--- config.mk ---
export PLATFORM = sky130hd
export DESIGN_NAME = panel_cmd_sched
export DESIGN_NICKNAME = d
export VERILOG_FILES = /design/src/rtl/quokka_panel_pkg.sv /design/src/rtl/panel_cmd_sched_rr_arb2.sv /design/src/rtl/panel_cmd_sched.sv
export SDC_FILE = /design/constraint.sdc
export NUM_CORES = 1
export LEC_CHECK = 0
export ABC_AREA = 1
export BUFFER_PORTS_ARGS = -buffer_cell sky130_fd_sc_hd__buf_2
export CORE_AREA = 2 2 73 75
export CTS_BUF_LIST = sky130_fd_sc_hd__clkbuf_4 sky130_fd_sc_hd__clkbuf_8
export DETAILED_ROUTE_END_ITERATION = 10
export DIE_AREA = 0 0 75 77
export HOLD_SLACK_MARGIN = 0.05
export PLACE_DENSITY = 0.78
export SKIP_LAST_GASP = 1
export SYNTH_ARGS = -nofsm -noshare
export SYNTH_HDL_FRONTEND = slang
export SYNTH_SLANG_ARGS = --single-unit
--- constraint.sdc ---
create_clock -name clk -period 1.7 [get_ports clk]
set_input_delay 0.34 -clock clk [delete_from_list [all_inputs] [get_ports clk]]
set_output_delay 0.34 -clock clk [all_outputs]
set_load 0.01 [all_outputs]
--- src/rtl/quokka_panel_pkg.sv ---
// Shared types for the front-panel command scheduler:
// command/status/state encodings and command-class predicates.
package quokka_panel_pkg;

    typedef enum logic [3:0] {
        CMD_NOP      = 4'd0,
        CMD_STEP     = 4'd1,
        CMD_RUNHALT  = 4'd2,
        CMD_RESET    = 4'd3,
        CMD_STOREINC = 4'd4,
        CMD_DEC      = 4'd5,
        CMD_LOAD     = 4'd6,
        CMD_IRQ      = 4'd7,
        CMD_TOA      = 4'd8,
        CMD_TOX      = 4'd9,
        CMD_TOY      = 4'd10,
        CMD_TOPC     = 4'd11,
        CMD_TOSP     = 4'd12
    } cmd_e;

    typedef enum logic [1:0] {
        ST_OK          = 2'd0,
        ST_REJ_RUNNING = 2'd1,
        ST_REJ_ILLEGAL = 2'd2,
        ST_TIMEOUT     = 2'd3
    } status_e;

    typedef enum logic [2:0] {
        S_IDLE,
        S_ISSUE,
        S_HOLD,
        S_STEP_LEAVE,
        S_STEP_RETURN,
        S_DONE
    } state_e;

    // Codes 13..15 have no meaning.
    function automatic logic is_legal(logic [3:0] c);
        return c <= 4'd12;
    endfunction

    // Commands that only make sense while the CPU sits in the monitor.
    function automatic logic is_stop_gated(logic [3:0] c);
        case (c)
            CMD_STEP, CMD_RESET, CMD_STOREINC, CMD_DEC, CMD_LOAD,
            CMD_TOA, CMD_TOX, CMD_TOY, CMD_TOPC, CMD_TOSP: return 1'b1;
            default: return 1'b0;
        endcase
    endfunction

    // Commands whose strobe carries the 16-bit operand.
    function automatic logic is_data_cmd(logic [3:0] c);
        case (c)
            CMD_STOREINC, CMD_LOAD, CMD_TOA, CMD_TOX,
            CMD_TOY, CMD_TOPC, CMD_TOSP: return 1'b1;
            default: return 1'b0;
        endcase
    endfunction

endpackage

--- src/rtl/panel_cmd_sched_rr_arb2.sv ---
// Two-requester round-robin arbiter; bit 0 = panel, bit 1 = host.
// The tie-break pointer flips after every grant and resets to the panel.
module rr_arb2 (
    input  logic       clk,
    input  logic       rst,
    input  logic       en_i,
    input  logic [1:0] req_i,
    output logic [1:0] gnt_o
);

    logic ptr_q;

    // Lone requester wins; the pointer only breaks ties.
    always_comb begin
        gnt_o = 2'b00;
        if (en_i) begin
            gnt_o[0] = req_i[0] & (~req_i[1] | ~ptr_q);
            gnt_o[1] = req_i[1] & (~req_i[0] | ptr_q);
        end
    end

    // Flip the tie-break pointer on every accepted request.
    always_ff @(posedge clk) begin
        if (rst) begin
            ptr_q <= 1'b0;
        end else if (|gnt_o) begin
            ptr_q <= ~ptr_q;
        end
    end

endmodule

--- src/rtl/panel_cmd_sched.sv ---
// Front-panel command scheduler: arbitrates panel/host commands into CPU strobes.
// Optional STEP completion timeout is built when PANEL_CMD_TIMEOUT_EN is defined.
module panel_cmd_sched
    import quokka_panel_pkg::*;
#(
    parameter int HOLDOFF = 4,
    parameter int TIMEOUT = 1000000
) (
    input  logic        clk,
    input  logic        rst,
    input  logic        p_valid,
    input  logic        h_valid,
    output logic        p_ready,
    output logic        h_ready,
    input  logic [3:0]  p_cmd,
    input  logic [3:0]  h_cmd,
    input  logic [15:0] p_data,
    input  logic [15:0] h_data,
    output logic        p_done,
    output logic        h_done,
    output logic [1:0]  p_status,
    output logic [1:0]  h_status,
    input  logic        stopped,
    output logic        b_step,
    output logic        b_reset,
    output logic        b_runhalt,
    output logic        b_storeinc,
    output logic        b_irq,
    output logic        b_dec,
    output logic        b_load,
    output logic        b_toA,
    output logic        b_toSP,
    output logic        b_toX,
    output logic        b_toY,
    output logic        b_toPC,
    output logic [15:0] userInput,
    output logic        inputValid,
    output logic        busy
);

    localparam int HW = $clog2(HOLDOFF + 1);
    localparam logic [HW-1:0] HOLD_LAST = HW'(HOLDOFF - 1);

    if (HOLDOFF < 1 || TIMEOUT < 1) begin : g_bad_cfg
        $error("panel_cmd_sched: HOLDOFF and TIMEOUT must be >= 1");
    end

    state_e        state_q;
    status_e       status_q;
    logic [3:0]    cmd_q;
    logic [15:0]   data_q;
    logic [15:0]   uin_q;
    logic          own_q;
    logic [HW-1:0] hcnt_q;

`ifdef PANEL_CMD_TIMEOUT_EN
    localparam int TW = $clog2(TIMEOUT + 1);
    localparam logic [TW-1:0] T_LAST = TW'(TIMEOUT - 1);
    logic [TW-1:0] tcnt_q;
    logic          t_exp;
    assign t_exp = (tcnt_q == T_LAST);
`endif

    logic       idle;
    logic       issue;
    logic       rej_ill;
    logic       rej_run;
    logic       fire;
    logic       dn;
    logic [1:0] gnt;

    assign idle    = (state_q == S_IDLE) & ~rst;
    assign issue   = (state_q == S_ISSUE) & ~rst;
    assign rej_ill = ~is_legal(cmd_q);
    assign rej_run = ~rej_ill & is_stop_gated(cmd_q) & ~stopped;
    assign fire    = issue & ~rej_ill & ~rej_run & (cmd_q != CMD_NOP);

    rr_arb2 u_arb (
        .clk   (clk),
        .rst   (rst),
        .en_i  (idle),
        .req_i ({h_valid, p_valid}),
        .gnt_o (gnt)
    );

    assign p_ready    = gnt[0];
    assign h_ready    = gnt[1];
    assign dn         = (state_q == S_DONE) & ~rst;
    assign p_done     = dn & ~own_q;
    assign h_done     = dn & own_q;
    assign p_status   = p_done ? status_q : ST_OK;
    assign h_status   = h_done ? status_q : ST_OK;
    assign busy       = (state_q != S_IDLE);
    assign inputValid = fire & is_data_cmd(cmd_q);
    assign userInput  = issue ? data_q : uin_q;

    // One-hot strobe decode, only during an accepted ISSUE cycle.
    always_comb begin
        {b_step, b_reset, b_runhalt, b_storeinc, b_irq, b_dec,
         b_load, b_toA, b_toSP, b_toX, b_toY, b_toPC} = '0;
        if (fire) begin
            case (cmd_q)
                CMD_STEP:     b_step     = 1'b1;
                CMD_RESET:    b_reset    = 1'b1;
                CMD_RUNHALT:  b_runhalt  = 1'b1;
                CMD_STOREINC: b_storeinc = 1'b1;
                CMD_IRQ:      b_irq      = 1'b1;
                CMD_DEC:      b_dec      = 1'b1;
                CMD_LOAD:     b_load     = 1'b1;
                CMD_TOA:      b_toA      = 1'b1;
                CMD_TOSP:     b_toSP     = 1'b1;
                CMD_TOX:      b_toX      = 1'b1;
                CMD_TOY:      b_toY      = 1'b1;
                CMD_TOPC:     b_toPC     = 1'b1;
                default:      ;
            endcase
        end
    end

    // Command sequencer: accept, issue, settle, optional STEP wait, done.
    always_ff @(posedge clk) begin
        if (rst) begin
            state_q  <= S_IDLE;
            status_q <= ST_OK;
            cmd_q    <= '0;
            data_q   <= '0;
            uin_q    <= '0;
            own_q    <= 1'b0;
            hcnt_q   <= '0;
`ifdef PANEL_CMD_TIMEOUT_EN
            tcnt_q   <= '0;
`endif
        end else begin
            case (state_q)
                S_IDLE: begin
                    if (|gnt) begin
                        cmd_q   <= gnt[1] ? h_cmd : p_cmd;
                        data_q  <= gnt[1] ? h_data : p_data;
                        own_q   <= gnt[1];
                        state_q <= S_ISSUE;
                    end
                end
                S_ISSUE: begin
                    uin_q  <= data_q;
                    hcnt_q <= '0;
                    if (rej_ill) begin
                        status_q <= ST_REJ_ILLEGAL;
                        state_q  <= S_DONE;
                    end else if (rej_run) begin
                        status_q <= ST_REJ_RUNNING;
                        state_q  <= S_DONE;
                    end else begin
                        status_q <= ST_OK;
                        state_q  <= (cmd_q == CMD_NOP) ? S_DONE : S_HOLD;
                    end
                end
                S_HOLD: begin
                    if (hcnt_q == HOLD_LAST) begin
                        state_q <= (cmd_q == CMD_STEP) ? S_STEP_LEAVE : S_DONE;
`ifdef PANEL_CMD_TIMEOUT_EN
                        tcnt_q  <= '0;
`endif
                    end else begin
                        hcnt_q <= hcnt_q + 1'b1;
                    end
                end
                S_STEP_LEAVE: begin
`ifdef PANEL_CMD_TIMEOUT_EN
                    tcnt_q <= tcnt_q + 1'b1;
                    if (t_exp) begin
                        status_q <= ST_TIMEOUT;
                        state_q  <= S_DONE;
                    end else if (!stopped) begin
                        state_q <= S_STEP_RETURN;
                    end
`else
                    if (!stopped) begin
                        state_q <= S_STEP_RETURN;
                    end
`endif
                end
                S_STEP_RETURN: begin
`ifdef PANEL_CMD_TIMEOUT_EN
                    tcnt_q <= tcnt_q + 1'b1;
                    if (stopped) begin
                        state_q <= S_DONE;
                    end else if (t_exp) begin
                        status_q <= ST_TIMEOUT;
                        state_q  <= S_DONE;
                    end
`else
                    if (stopped) begin
                        state_q <= S_DONE;
                    end
`endif
                end
                S_DONE: begin
                    state_q <= S_IDLE;
                end
                default: begin
                    state_q <= S_IDLE;
                end
            endcase
        end
    end

endmodule

==> metrics.md, run 1 <==
| Metric | Value |
|---|---|
| GRT Util Overall | about a quarter |
| Hold-fix buffers, CTS | 0 |
| Vias in the first global route | approximately 2,400 |
| Detailed-route vias per instance | 5.38 |
| Pwr per Cell Area | approximately 1300 nW/um^2 |
| Crit. End Element | output pin |
| CTS max path bufs | 2 |
| # nets final | approximately 520 |
| Distinct cells, synth | 27 |
| Cell count of the worst reg-to-reg path | 11 |
| Largest net degree at the start of global routing | 35 |
| Crit path DAT | 1.69 ns |
| Layout cell share with drive strength beyond 1 | 37.8% |
| Comb pwr share | between 40% and 50% |
| Die H | between 70 and 80 um |
| WHS Path Cells | 3 |
| Post-route ant nets | 0 |
| Post-route setup slack | -0.325 ns |
| First-pass GRT wire length | about 11,000 um |
| Total die area | a little under 6000 um^2 |
| FMAX | 494 MHz |
| P_int | about 2700 uW |
| Peak supply drop | between 0.6 and 0.7 mV |
| Starting Density | roughly half |
| # fillers | between 300 and 400 |
| Final hold vios | 0 |
| Area contributors post-synth | dfxtp_1 39%, nand2_1 14%, o21ai_0 7.8% |
| Tmin final | 2.03 ns |
| Syn Area/Cell | roughly 6.8 um^2 |
| Overall overflow remaining after global route | 0 |
| Row count | 26 |
| Clock power share | a little under a fifth |
| Detailed Route WL | 7820 um |
| Drt drc | 0 |
| Synth Warn # | 0 |
| Die W | approximately 75 um |
| Clock sink count | 47 |
| DP HPWL | 4630 um |
| Layout area overhead | 46.6% |
| Synth Register Bits | 47 |
| Net Count, Synth | between 400 and 500 |
| Input/output buffers | about 80 |
| Register Area | about 950 um^2 |
| Layout Cells excl Fill | ~550 |
| Commonest non-fill, non-tap cells in the layout | 79 x nand2_1, 79 x buf_2, 44 x inv_1, 43 x dfxtp_1, 30 x nor2_1 |
| Place WS | -0.0585 ns |
| Multi-input logic area | ~1400 um^2 |
| CTS H-Tree Depth | 2 |
| CP Max Fanout | 16 |
| TritonCTS Buffers | 5 |
| CP required | around 1.4 ns |
| WL/cell | around 14 um |
| Placed cell count | slightly above 500 |
| Worst skew pair latency | roughly 0.31 ns |
| Worst slew margin | 63.1% |
| Worst Hold Class | in -> reg |
| Run status | finished with violations |
| I/O pin cnt | 83 |
| Gp weighted congestion | approximately 0.89 |
| Max-cap violations | 0 |
| Pins Over Slew Limit | 0 |
| Post-Synthesis Cells | between 300 and 400 |
| Kind of critical path | reg -> out |
| CP Launch Type | flip-flop |
| Sw frac | roughly 40% |
| Final design utilization | 71.9% |
| Clk pin slew, worst setup/hold paths | 0.10 ns |
| Post-Syn Area | around 2400 um^2 |
| Initial antenna violation count | 0 |
| Clock skew | between 0.01 and 0.015 ns |
| Violated checks | negative setup slack |
| Core footprint | 4980 um^2 |
| Worst Tran Pin Value | 0.552 ns |
| Final cycle utilization of the critical path | 119% |
| Sequential Power Share | 34.0% |
| Switching Power | ~1900 uW |
| P_leak | 0.00169 uW |
| Vias | ~2,900 |
| Top cell type's share of synthesized area | 38.5% |
| Synth area leader | dfxtp_1 |
| N_diodes | 0 |
| CTS root buf | clkbuf_8 |
| Pwr Total | between 4000 and 5000 uW |
| First-pass DRT Iterations | 5 |
| RSZ-0062 raised after global routing | true |
| Number of setup violations in the final report | just over 40 |
| DRT iter0 DRCs | between 200 and 300 |
| CTS tree | done |
| Sequential fraction of the synthesis area | roughly two fifths |
-- flip-flops by register name, summed over array words and instances, names as in the netlist, named ones only --
signal and flops:
status_q 2, state_q 3, cmd_q 4, own_q 1, hcnt_q 3, u_arb.ptr_q 1, data_q 16, uin_q 16
-- what timing repair did --
item | in CTS | in global routing
hold endpoints to repair | 0 | 0
pin swaps | 7 | 15
endpoints found under the setup margin | 38 | 59
buffers inserted | 9 | 13
gates cloned | 1 | 4
resized for setup | 23 | 55
-- Yosys cell counts --
| cell | number |
|---|---|
| a21oi_1 | 10 |
| a21oi_4 | 1 |
| a31oi_1 | 16 |
| buf_2 | 5 |
| buf_4 | 1 |
| buf_6 | 3 |
| clkbuf_1 | 8 |
| clkbuf_8 | 1 |
| dfxtp_1 | 47 |
| ha_1 | 2 |
| inv_1 | 48 |
| inv_2 | 1 |
| nand2_1 | 88 |
| nand2_2 | 3 |
| nand3_1 | 15 |
| nand4_1 | 2 |
| nand4_2 | 1 |
| nor2_1 | 42 |
| nor2_2 | 2 |
| nor2_4 | 1 |
| nor3_4 | 1 |
| o211ai_1 | 1 |
| o21a_1 | 2 |
| o21ai_0 | 38 |
| o21bai_1 | 3 |
| o22ai_1 | 1 |
| o31ai_1 | 17 |
-- worst paths after layout --
path	to	from	slack, ns
max	userInput[8]	state_q[2]$_SDFFE_PP0P_	-0.33
min	data_q[6]$_SDFFE_PP0N_	h_data[6]	0.27
max reg2reg	flip-flop	state_q[1]$_SDFFE_PP0P_	-0.13
min reg2reg	uin_q[13]$_SDFFE_PP0P_	uin_q[13]$_SDFFE_PP0P_	0.47
-- layer usage --
metal / up-vias / share of wire (%) / track usage, %
met3: 21 / 7.5 / 3.94
li1: 1413 / - / -
met5: - / 0 / 0
met2: 173 / 49 / 36.7
met1: 1328 / 41 / 32.6
met4: 0 / 2.3 / 7.68
-- worst max-delay path, stage by stage (launching register included) --
cell     delay (ns)
dfxtp_2        0.35
nor3_4         0.21
inv_2          0.08
nor2_4         0.13
buf_4          0.13
buf_6          0.10
buf_16         0.13
o21ai_0        0.09
buf_2          0.15
-- per-stage QoR --
stage                     hold slack (ns)  area (um^2)  setup TNS, ns
after floorplan                     0.429         2440              0
after global placement              0.450         2970              0
after detailed placement            0.452         2970         -0.427
after CTS                           0.293         3230          -7.18
after global routing                0.287         3580         -12.95
final                               0.274         3580          -9.39
-- layout make-up --
cell class                 count  share of cell area (%)
sequential                    47                    26.5
clock inverter                 3                    1.22
multi-input combinational    247                    38.5
clock buffer                   5                    1.92
timing repair buffer         125                    24.2
tap                           70                    2.45
inverter                      49                    5.21
-- power groups by stage --
stage,Sequential [uW],Combinational [uW],Clock (uW)
final,1570,2210,848
after global routing,1590,2390,880
after CTS,1540,1670,831
after detailed placement,1560,1490,0
after global placement,1560,1460,0
after floorplan,1520,1070,0
-- kinds of logic after synthesis --
logic type	Yosys count	synth area share, %
AND/OR/NAND/NOR	155	26.5
AO/OA/AOI/OAI	89	21.9
buffers and inverters	67	12.0
flip-flops	47	38.5
adder cells (fa/ha/maj)	2	1.02
Note: power is estimated with default switching activity, not from simulation.
==> run 2: changes to the inputs <==
Settings changed: ABC_AREA 1 to not set.
==> metrics.md, run 2 <==
| Metric | Value |
|---|---|
| Run status | finished with violations |
| Violated checks | negative setup slack |
| Crit path DAT | between 1.5 and 2 ns |
| Sw frac | 39.0% |
| Net Count, Synth | 357 |
| Cell with the most instances after synthesis | nand2_1 |
| Drt drc | 0 |
| DRT iter0 DRCs | approximately 140 |
| Post-Syn Area | 2440 um^2 |
| Commonest non-fill, non-tap cells in the layout | 69 x nand2_1, 65 x buf_2, 43 x dfxtp_1, 37 x nor2_1, 34 x buf_4 |
| Peak supply drop | ~0.83 mV |
| GRT Util Overall | between 20% and 30% |
| Commonest non-fill, non-tap cell in the layout | nand2_1 |
| P_leak | around 0.0016 uW |
| Hold WS | roughly 0.28 ns |
| Post-route setup slack | -0.332 ns |
| FMAX | between 400 and 500 MHz |
| Layout cell share with drive strength beyond 1 | 44.8% |
| Syn Area/Cell | about 8 um^2 |
| Max-cap violations | 0 |
| Cell count of the worst reg-to-reg path | 9 |
| CTS root buf | clkbuf_8 |
| Distinct cells, synth | between 40 and 50 |
| Synth area leader | dfxtp_1 |
| Clock skew | between 0.004 and 0.005 ns |
| Final design utilization | approximately three quarters |
| Synth Warn # | 0 |
| Pins Over Slew Limit | 0 |
| Synth top cells by count | 70 x nand2_1, 47 x dfxtp_1, 39 x nor2_1 |
| WHS Path Cells | 3 |
| Regs by FF count | data_q (16), uin_q (16), cmd_q (4) |
| Top cell type's share of synthesized area | between 30% and 40% |
| Worst Tran Pin Value | about 0.45 ns |
| Post-route ant nets | 0 |
| Vias | approximately 2,700 |
| Final cycle utilization of the critical path | 120% |
| P_int | between 3000 and 4000 uW |
| WL/cell | about 15 um |
| Worst skew pair latency | ~0.30 ns |
| Largest net degree at the start of global routing | 40 |
| Sequential fraction of the synthesis area | a little under 40% |
| Area contributors post-synth | dfxtp_1 39%, nand2_1 11%, mux2_2 7.4% |
| TNS Setup | -8.86 ns |
| Global route hottest layer | met2 |
| Clk pin slew, worst setup/hold paths | ~0.09 ns |
| RSZ-0062 raised after global routing | true |
| Final hold vios | 0 |
| N_diodes | 0 |
| Asr flop ratio synth | 0% |
| Post-synth EDFFs | 0 |
| GRT met1 Usage | 30.8% |
| DP HPWL | about 4400 um |
| Synth Register Bits | between 40 and 50 |
| Post-DP Area | 3100 um^2 |
| First-pass GRT wire length | around 11,000 um |
| Detailed-route vias per instance | 5.41 |
| Gp weighted congestion | about 0.8 |
| Place WS | -0.0553 ns |
| CTS tree | done |
| Initial antenna violation count | 0 |
| Synth Flop Type | dfxtp_1 |
| CTS max path bufs | 2 |
| Pwr per Cell Area | 1380 nW/um^2 |
| First-pass DRT Iterations | 5 |
| I/O pin cnt | a little over 80 |
| Clock sink count | 47 |
| Grt met3 use | between 4 and 5% |
| Die W | 75 um |
| TritonCTS Buffers | 5 |
| Input/output buffers | 82 |
| Design area | around 3700 um^2 |
| Post-Synthesis Cells | 310 |
| Met2 Usage GRT | 40.8% |
| R2r setup slk | -0.19 ns |
| Kind of critical path | reg -> out |
| Detailed Route WL | around 7500 um |
| Crit. End Element | output pin |
| Total die area | around 5800 um^2 |
| Sequential Power Share | a little under a third |
| Tmin final | 2.03 ns |
| CP Max Fanout | 8 |
| Overall overflow remaining after global route | 0 |
| CP required | 1.36 ns |
| Starting Density | between 40 and 50% |
| Row count | 26 |
| Vias in the first global route | ~2,400 |
| Die H | between 70 and 80 um |
| Layout area overhead | 52.8% |
| CP Launch Type | flip-flop |
| # nets final | between 400 and 500 |
| Comb pwr share | 53.3% |
| Worst Hold Class | in -> reg |
| Core footprint | ~5000 um^2 |
| CTS H-Tree Depth | 2 |
| Switching Power | approximately 2000 uW |
| Clock power share | between 10 and 15% |
| Worst slew margin | approximately 70% |
| Number of setup violations in the final report | between 50 and 60 |
-- run 2: cell types whose count changed in the layout (fill, tap and decap cells not counted), moves of 11 or more --
cell	previous run	this run
a21oi_1	8	25
inv_1	44	7
a311oi_1	0	11
buf_6	12	24
o21ai_0	29	3
mux2_4	0	16
buf_2	79	65
o31ai_1	17	1
a31oi_1	16	2
-- run 2: final cells by class --
class	count	area, um^2
Clock buffer	7	96.3
Clock inverter	1	7.51
Fill cell	353	1250
Inverter	8	32.5
Multi-Input combinational cell	232	1590
Sequential cell	47	953
Tap cell	70	87.6
Timing Repair Buffer	129	958
-- run 2: path summary, 6_finish.rpt --
path,start,to
min,h_data[9],data_q[9]$_SDFFE_PP0N_
min reg2reg,uin_q[12]$_SDFFE_PP0P_,uin_q[12]$_SDFFE_PP0P_
max reg2reg,state_q[1]$_SDFFE_PP0P_,data_q[3]$_SDFFE_PP0N_
max,state_q[2]$_SDFFE_PP0P_,userInput[4]
-- run 2: metal layers --
| layer | vias to the layer above | share of wire [%] |
|---|---|---|
| met5 | - | 0 |
| met4 | 0 | 2.2 |
| met3 | 17 | 5.4 |
| met2 | 110 | 50 |
| met1 | 1229 | 42 |
| li1 | 1316 | - |
-- run 2: repair_timing --
item | in CTS | in global routing
pin swaps | 4 | 20
hold buffers | 0 | 0
gates cloned | 1 | 2
gates resized for setup | 46 | 38
setup endpoints to repair | 37 | 63
setup buffers | 6 | 9
hold endpoints to repair | 0 | 0
-- run 2: cell families (layout without fill, tap and decap cells) --
| group | after synthesis | after routing | synth area share, % |
|---|---|---|---|
| AO/OA/AOI/OAI | 66 | 66 | 19.0 |
| XOR/XNOR | 1 | 1 | 0.359 |
| adder cells (fa/ha/maj) | 2 | 2 | 1.03 |
| buffers and inverters | 31 | 145 | 5.80 |
| flip-flops | 47 | 47 | 38.6 |
| multiplexers | 16 | 16 | 7.39 |
| AND/OR/NAND/NOR | 147 | 147 | 27.8 |
-- run 2: power by group through the flow --
stage	registers, uW	logic (uW)	clock network, uW
after floorplan	1520	1370	0
after global placement	1610	1920	0
after detailed placement	1620	1960	0
after CTS	1600	2300	757
after global routing	1670	2950	810
final	1640	2740	759
-- run 2: through the flow --
step | total power [uW] | instances
after floorplan | 2890 | 310
after global placement | 3530 | 470
after detailed placement | 3580 | 470
after CTS | 4670 | 485
after global routing | 5430 | 494
final | 5130 | 494
-- run 2: critical path, stage by stage (launching register included) --
cell and delay (ns):
dfxtp_4 0.35, nand2b_4 0.16, nor3_4 0.15, buf_6 0.14, buf_12 0.13, mux2_4 0.32, buf_6 0.13
==> run 3: changes to the inputs <==
Settings changed: BUFFER_PORTS_ARGS -buffer_cell sky130_fd_sc_hd__buf_2 to not set, CTS_CLUSTER_SIZE set to 40, DONT_BUFFER_PORTS set to 1, PLACE_DENSITY 0.78 to not set.
==> metrics.md, run 3 (synthesis results as in run 2) <==
| Metric | Value |
|---|---|
| Run status | finished with violations |
| Violated checks | negative setup slack |
| Pwr per Cell Area | between 1000 and 1500 nW/um^2 |
| CP required | 1.36 ns |
| Detailed Route WL | about 6800 um |
| Core footprint | roughly 5000 um^2 |
| Detailed-route vias per instance | approximately 5.7 |
| Design area | ~3300 um^2 |
| Vias | approximately 2,300 |
| Tmin final | around 2 ns |
| WL met3 | 413 um |
| Pwr Total | 4810 uW |
| N_diodes | 0 |
| Clk pin slew, worst setup/hold paths | ~0.08 ns |
| DP HPWL | ~4100 um |
| P_leak | 0.00127 uW |
| Post-route setup slack | -0.319 ns |
| Commonest non-fill, non-tap cell in the layout | nand2_1 |
| CTS root buf | clkbuf_8 |
| Hold-fix buffers, CTS | 0 |
| Drt drc | 0 |
| CP Max Fanout | 4 |
| Kind of critical path | reg -> out |
| Gp weighted congestion | about 0.74 |
| Pins Over Slew Limit | 0 |
| DRT iter0 DRCs | about 130 |
| Worst Hold Class | in -> reg |
| Layout cell share with drive strength beyond 1 | between 30% and 40% |
| Worst Tran Pin Value | a little over 0.5 ns |
| Wl on met1 | 2750 um |
| Crit path from | state_q[1]$_SDFFE_PP0P_ |
| Layout area overhead | 36.8% |
| Peak supply drop | between 0.7 and 0.8 mV |
| FMAX | 495 MHz |
| WL/cell | about 16 um |
| Worst skew pair latency | 0.29 ns |
| RSZ-0062 raised after global routing | true |
| DR WL met2 | about 3500 um |
| Row count | 26 |
| CTS tree | done |
| CP top delay family | simple AND/OR/NAND/NOR gates |
| Buffer and inverter count on the worst path | 2 |
| Total die area | approximately 5800 um^2 |
| Vias in the first global route | between 2,000 and 2,500 |
| Slowest stage delay, CP | 0.35 ns |
| Initial antenna violation count | 0 |
| Crit path DAT | approximately 1.7 ns |
| Worst slew margin | between 60% and 70% |
| CTS max path bufs | 2 |
| CP max stage cell | dfxtp_4 |
| Clock skew | ~0.0014 ns |
| Post-route ant nets | 0 |
| Input/output buffers | 0 |
| Die W | between 70 and 80 um |
| First-pass GRT wire length | a little over 10,000 um |
| Largest net degree at the start of global routing | 51 |
| CTS H-Tree Depth | 2 |
| Max-cap violations | 0 |
| Overall overflow remaining after global route | 0 |
| Regs by FF count | data_q (16), uin_q (16), cmd_q (4) |
| First-pass DRT Iterations | 4 |
| TritonCTS Buffers | 5 |
| Commonest non-fill, non-tap cells in the layout | 69 x nand2_1, 43 x dfxtp_1, 29 x nor2_1, 28 x buf_4, 24 x a21oi_1 |
| Highest metal used | met4 |
| CP Launch Type | flip-flop |
| Hold_sp | rst |
| # nets final | about 390 |
| Clock sink count | 47 |
| # fillers | between 400 and 500 |
| Crit. End Element | output pin |
| Die H | about 77 um |
| Final hold vios | 0 |
| Final cycle utilization of the critical path | 119% |
| I/O pin cnt | 83 |
| Starting Density | about half |
| R2R Path Start | state_q[1]$_SDFFE_PP0P_ |
| CP Cell Sequence | buf_6 -> nor4_4 -> buf_4 -> nand3b_1 -> nor3_2 |
| Number of setup violations in the final report | 39 |
| Post-DP Area | 2700 um^2 |
| GRT Util Overall | a little under a quarter |
-- run 3: cell types whose count changed in the layout (fill, tap and decap cells not counted), sizes merged --
cell / previous run / this run
clkinvlp: 1 / 0
clkinv: 0 / 3
clkbuf: 9 / 6
buf: 127 / 44
bufbuf: 0 / 1
-- run 3: layout make-up --
cell class	count	area, um^2	share of cell area (%)
sequential	47	953	28.6
clock inverter	3	15.0	0.450
multi-input combinational	232	1680	50.5
tap	70	87.6	2.63
timing repair buffer	46	494	14.8
clock buffer	5	68.8	2.06
inverter	8	32.5	0.975
-- run 3: report_power, final --
part | switching (uW) | internal, uW | leakage [uW]
sequential | 209 | 1380 | 0.000387
combinational | 1350 | 1230 | 0.000831
clock | 362 | 282 | 0.0000477
-- run 3: routing by layer --
metal | GRT usage [%] | vias up
met1 | 26.8 | 1102
met3 | 6.44 | 7
met4 | 5.36 | 0
met5 | 0 | -
met2 | 41.4 | 66
li1 | - | 1154
-- run 3: through the flow --
step | util [%] | TNS, ns | std cells | hold slack, ns | worst slack [ns]
after floorplan | - | -0.123 | 310 | 0.434 | -0.0304
after detailed placement | 54.3 | -0.0137 | 387 | 0.418 | -0.0137
final | 67.0 | -7.08 | 411 | 0.0957 | -0.319
after global placement | 54.3 | 0 | 387 | 0.419 | 0.0167
after global routing | 67.0 | -10.46 | 411 | 0.0804 | -0.412
after CTS | 64.2 | -7.60 | 409 | 0.0991 | -0.233
-- run 3: path summary, 6_finish.rpt --
| kind | endpoint | slack, ns | cells past startpoint |
|---|---|---|---|
| worst max-delay path | b_toA | -0.32 | 5 |
| worst min-delay path | state_q[0]$_SDFFE_PP0P_ | 0.1 | 1 |
| worst max register to register | data_q[13]$_SDFFE_PP0N_ | -0.09 | 9 |
| worst min register to register | uin_q[1]$_SDFFE_PP0P_ | 0.45 | 2 |
-- run 3: timing repair --
action,4_1_cts,5_1_grt
pin swaps,16,23
resized for setup,62,33
gates cloned,3,1
buffers inserted,11,3
endpoints found under the setup margin,44,60
